--- config.mk ---
export PLATFORM = sky130hd
export DESIGN_NAME = flash_boot_loader
export DESIGN_NICKNAME = d
export VERILOG_FILES = /design/src/rtl/flash_pkg.sv /design/src/rtl/flash_boot_loader_wait_timer.sv /design/src/rtl/flash_boot_loader.sv
export SDC_FILE = /design/constraint.sdc
export NUM_CORES = 1
export LEC_CHECK = 0
export CORE_MARGIN = 1.5
export CORE_UTILIZATION = 30
export CTS_CLUSTER_SIZE = 20
export DETAILED_ROUTE_END_ITERATION = 8
export PLACE_DENSITY = 0.51
export SYNTH_ARGS = -nofsm -noshare
export SYNTH_HDL_FRONTEND = slang
export SYNTH_SLANG_ARGS = --single-unit
--- constraint.sdc ---
create_clock -name clk -period 6 [get_ports clk]
set_clock_uncertainty 0.05 [all_clocks]
set_input_delay 1.2 -clock clk [delete_from_list [all_inputs] [get_ports clk]]
set_output_delay 1.2 -clock clk [all_outputs]
set_load 0.01 [all_outputs]
--- src/rtl/flash_pkg.sv ---
// Shared types and constants for the flash-to-RAM boot copier.
package flash_pkg;

  localparam int FL_AW   = 22;
  localparam int RAM_AW  = 18;
  localparam int TIMER_W = 8;
  localparam logic [TIMER_W-1:0] TIMEOUT_MAX = 8'd255;

  typedef enum logic [2:0] {
    IDLE      = 3'd0,
    ISSUE     = 3'd1,
    WAIT_LOW  = 3'd2,
    WAIT_HIGH = 3'd3,
    WRITE     = 3'd4,
    DONE      = 3'd5,
    ERROR     = 3'd6
  } state_t;

endpackage

--- src/rtl/flash_boot_loader_wait_timer.sv ---
// Wait-state timer for the flash handshake; expired when the count reaches TIMEOUT_MAX.
module wait_timer
  import flash_pkg::*;
(
  input  logic clk,
  input  logic rst,
  input  logic clear,
  input  logic enable,
  output logic expired
);

  logic [TIMER_W-1:0] count;

  always_ff @(posedge clk or negedge rst) begin
    if (!rst) begin
      count <= '0;
    end else if (clear) begin
      count <= '0;
    end else if (enable) begin
      count <= count + 1'b1;
    end
  end

  assign expired = (count == TIMEOUT_MAX);

endmodule

--- src/rtl/flash_boot_loader.sv ---
// Copies a block of 16-bit words from flash to RAM at boot, holding the CPU until the copy succeeds.
module flash_boot_loader
  import flash_pkg::*;
(
  input  logic              clk,
  input  logic              rst,
  input  logic              start,
  input  logic [FL_AW:1]    flash_base,
  input  logic [RAM_AW-1:0] ram_base,
  input  logic [15:0]       length,
  output logic [FL_AW:1]    fl_addr,
  output logic              fl_read_ctrl,
  input  logic [15:0]       fl_data,
  input  logic              fl_ready,
  output logic              ram_req,
  output logic [RAM_AW-1:0] ram_addr,
  output logic [15:0]       ram_wdata,
  input  logic              ram_ack,
  output logic              busy,
  output logic              done,
  output logic              error,
  output logic              cpu_hold
);

  state_t      state, state_n;
  logic [15:0] remaining;
  logic        timer_clr, timer_en, expired;

  wait_timer u_wait_timer (
    .clk     (clk),
    .rst     (rst),
    .clear   (timer_clr),
    .enable  (timer_en),
    .expired (expired)
  );

  always_ff @(posedge clk or negedge rst) begin
    if (!rst) state <= IDLE;
    else      state <= state_n;
  end

  // WAIT_LOW ignores a stale fl_ready=1; only a low level proves the new read started.
  always_comb begin
    state_n   = state;
    timer_clr = 1'b0;
    timer_en  = 1'b0;
    case (state)
      IDLE:      if (start) state_n = (length == 16'd0) ? DONE : ISSUE;
      ISSUE: begin
        timer_clr = 1'b1;
        state_n   = WAIT_LOW;
      end
      WAIT_LOW: begin
        if (!fl_ready) begin
          timer_clr = 1'b1;
          state_n   = WAIT_HIGH;
        end else if (expired) begin
          state_n = ERROR;
        end else begin
          timer_en = 1'b1;
        end
      end
      WAIT_HIGH: begin
        if (fl_ready)     state_n = WRITE;
        else if (expired) state_n = ERROR;
        else              timer_en = 1'b1;
      end
      WRITE:     if (ram_ack) state_n = (remaining == 16'd1) ? DONE : ISSUE;
      DONE:      state_n = IDLE;
      ERROR:     state_n = IDLE;
      default:   state_n = IDLE;
    endcase
  end

  assign busy = (state != IDLE);

  // ram_req/ram_ack: request held with stable ram_addr/ram_wdata until a one-cycle ack.
  // fl_addr doubles as the flash pointer, so it only moves on the ack in WRITE.
  always_ff @(posedge clk or negedge rst) begin
    if (!rst) begin
      fl_addr      <= '0;
      fl_read_ctrl <= 1'b0;
      ram_req      <= 1'b0;
      ram_addr     <= '0;
      ram_wdata    <= '0;
      remaining    <= '0;
      done         <= 1'b0;
      error        <= 1'b0;
      cpu_hold     <= 1'b1;
    end else begin
      done <= (state == DONE);
      case (state)
        IDLE: begin
          if (start) begin
            fl_addr   <= flash_base;
            ram_addr  <= ram_base;
            remaining <= length;
            error     <= 1'b0;
          end
        end
        ISSUE:     fl_read_ctrl <= ~fl_read_ctrl;
        WAIT_HIGH: begin
          if (fl_ready) begin
            ram_wdata <= fl_data;
            ram_req   <= 1'b1;
          end
        end
        WRITE: begin
          if (ram_ack) begin
            ram_req   <= 1'b0;
            fl_addr   <= fl_addr + 1'b1;
            ram_addr  <= ram_addr + 1'b1;
            remaining <= remaining - 1'b1;
          end
        end
        DONE:      cpu_hold <= 1'b0;
        ERROR: begin
          error   <= 1'b1;
          ram_req <= 1'b0;
        end
        default: ;
      endcase
    end
  end

endmodule

==> reports/results.tsv <==
metric	value	unit
Worst Hold Path EP	fl_read_ctrl	
Cells after Synth	558	
Hold Crit Class	reg2reg	
final setup TNS	0	ps
Max transition margin	0.3430	
R2R depth	6	
Slew @ Worst Pin	985.5	ps
share of flip-flops with an asynchronous set or reset	1.000	
ANT nets after route	0	
crit-path max FO	30	
Startpoint Class	primary input	
final hold viol count	0	
Storage cell area	2203	µm²
Sequential Power Share	0.378	
Yosys cell types	54	
DR WL/cell	17.59	µm
Max Freq	290.3	MHz
Reg2Reg Setup Slack	3250	ps
Critical Path RT	6190	ps
pins over their slew limit	0	
I/O Pins	139	
area taken by multi-input logic gates	2501	µm²
Pwr Total	3.177	mW
DRC Markers	0	
vias	4867	
Total Routing Usage GR	0.1932	
Met3 Wirelength	1271	µm
Top Metal Used	met4	
routability-driven placement congestion ratio	0.7985	
wirelength, routed	15850	µm
Layout Nets	762	
# fillers	1583	
hold-fix buffers at CTS	0	
Leak	2.523	nW
Sw Share	0.3883	
die area	16970	µm²
DRT Pass-1 Iters	5	
Cell Int Power	1.944	mW
Post-synth top flop	dfrtp_1	
share of cells above drive strength 1	0.06715	
clock share of power	0.191	
register area share after synthesis	0.4535	
CP cell instances	clkdlybuf4s50_1, mux2_2, nand2_1, buf_4, nor2_1, and3_1, nor4_1	
H-tree levels	3	
CTS resizes	0	
mapped cell area	4858	µm²
First DRT Iteration DRCs	324	
Power per Cell Area	471.4	nW/µm²
Max VDD drop	255.3	µV
Slowest Stage Delay on Critical Path	560	ps
Area Overhead vs Synth	38.73	%
Setup Fix Bufs, Post-CTS	0	
Worst-path clk slew	60	ps
Starting Density	0.3070	
Core Box Area	15830	µm²
unrepaired setup endpoints after global routing	no	
outcome	finished clean	
IO Port Bufs	138	
total grt overflow	0	
worst r2r src	state[0]	
Final Cycle Share	0.5740	
initial antenna violation count	0	
Logic pwr share	0.431	
CTS Buffer Depth	2	
TritonCTS clock tree	done	
Die H	130.3	µm
vias per cell	5.402	
diode count	0	
Setup crit end kind	register	
syn avg cell area	8.707	µm²
DIE WIDTH	130.3	µm
vias in the first global route	4784	
Syn Nets	640	
Hold Path Stages	1	
synth warn	0	
number of cell rows	46	
Switch Pwr	1.234	mW
Max Cap Viol	0	
DP HPWL	10880	µm
worst r2r dst	fl_addr[14]	
WL met2	7157	µm
kind of critical path	in2reg	
cts bufs inserted	9	
Post-synth EDFFs	0	
Metal-1 WL	7232	µm
Sink Count	88	
Worst EP arrival	3640	ps
largest net degree at the start of global routing	58	
first-pass GRT wire length	25290	µm
root buffer cell	clkbuf_16	
final setup vio count	0	
Seq cells post-synth	88	
hold path start	fl_read_ctrl	
worst-skew pair later-pin latency	340	ps
Worst path slowest cell	nand2_1	
crit path time final	3444	ps
## how the worst max path moves through the flow
stage / slack, ps / start / endpoint
floorplan: 3470 / ram_ack / fl_addr[1]
global placement: 2280 / ram_ack / remaining[14]
detailed placement: 2170 / ram_ack / remaining[14]
CTS: 2550 / ram_ack / remaining[14]
global route: 2370 / ram_ack / remaining[14]
finish: 2560 / ram_ack / remaining[14]
## power groups by stage
stage	clock (mW)	sequential (mW)	combinational [mW]
after global placement	0	1.19	1.36
after floorplan	0	1.19	0.676
after CTS	0.630	1.20	1.38
after global routing	0.652	1.25	1.52
after detailed placement	0	1.20	1.37
final	0.607	1.20	1.37
## cells by family after synthesis
kind of cell | synth area share
XOR/XNOR | 0.009015
AO/OA/AOI/OAI | 0.2055
flip-flops | 0.4535
multiplexers | 0.04970
AND/OR/NAND/NOR | 0.2364
adder cells (fa/ha/maj) | 0.01288
buffers and inverters | 0.03296
## stage by stage
step	setup WS, ps	utilization	std cells	hold slack [ps]	area [µm²]
after CTS	2546	0.4259	901	436.1	6740
final	2556	0.4259	901	433.0	6740
after floorplan	3468	-	558	400.5	4858
after global routing	2372	0.4259	901	455.3	6740
after global placement	2280	0.4059	885	415.8	6425
after detailed placement	2173	0.4059	885	422.2	6425
## critical path, delay by kind of cell
family | cells | cell delay [ps]
simple gates | 4 | 1220
buf+inv | 2 | 910
mux | 1 | 300
## area by class of cell
class                      count  area share
multi-input combinational    430      0.3711
sequential                    88      0.3269
timing repair buffer         144      0.2113
tap                          216     0.04010
clock buffer                  13     0.03713
clock inverter                 3    0.009653
inverter                       7    0.003898
## cells in the final DEF, fill, tap and decap left out, drive strengths merged, types with 16 or more instances in the layout
cell and count:
nor3 33, clkdlybuf4s50 137, nor2 49, or3 16
mux2 17, a21oi 60, nand3 34, o21ai 50
dfrtp 87, nand2 50
## flip-flops by register name (all words and copies together), names as in the netlist
name                flops
fl_addr                22
cpu_hold                1
ram_addr               18
done                    1
u_wait_timer.count      8
ram_req                 1
error                   1
ram_wdata              16
remaining              16
fl_read_ctrl            1
state                   3
## cells in the mapped netlist, types with 3 or more instances
cell type	instances	area, µm²
buf_1	4	15.01
nand2_1	50	187.7
o21ai_0	47	235.2
inv_1	6	22.52
o21ai_1	3	15.01
mux2i_1	5	50.05
ha_1	5	62.56
nand3_1	34	170.2
and3_1	9	56.30
or3_1	16	100.1
nor4_1	10	62.56
a211oi_1	8	60.06
dfrtp_1	87	2177
mux2_2	17	191.4
o22a_1	5	43.79
o21a_1	3	22.52
a311oi_1	8	70.07
o211ai_1	3	22.52
nand4_1	13	81.33
or2_2	3	18.77
and4_1	3	26.28
a31oi_1	6	37.54
clkbuf_1	26	97.59
xnor2_1	3	26.28
nor3_1	32	160.2
a21oi_1	60	300.3
o22ai_1	4	25.02
o32ai_1	5	43.79
nor2_1	49	183.9
## per-layer routing
metal,global-route usage,vias to the layer above
met5,0,-
met4,0.04902,0
met3,0.06888,13
met2,0.3025,174
met1,0.2541,2347
li1,-,2333
Note: power is estimated with default switching activity, not from simulation.
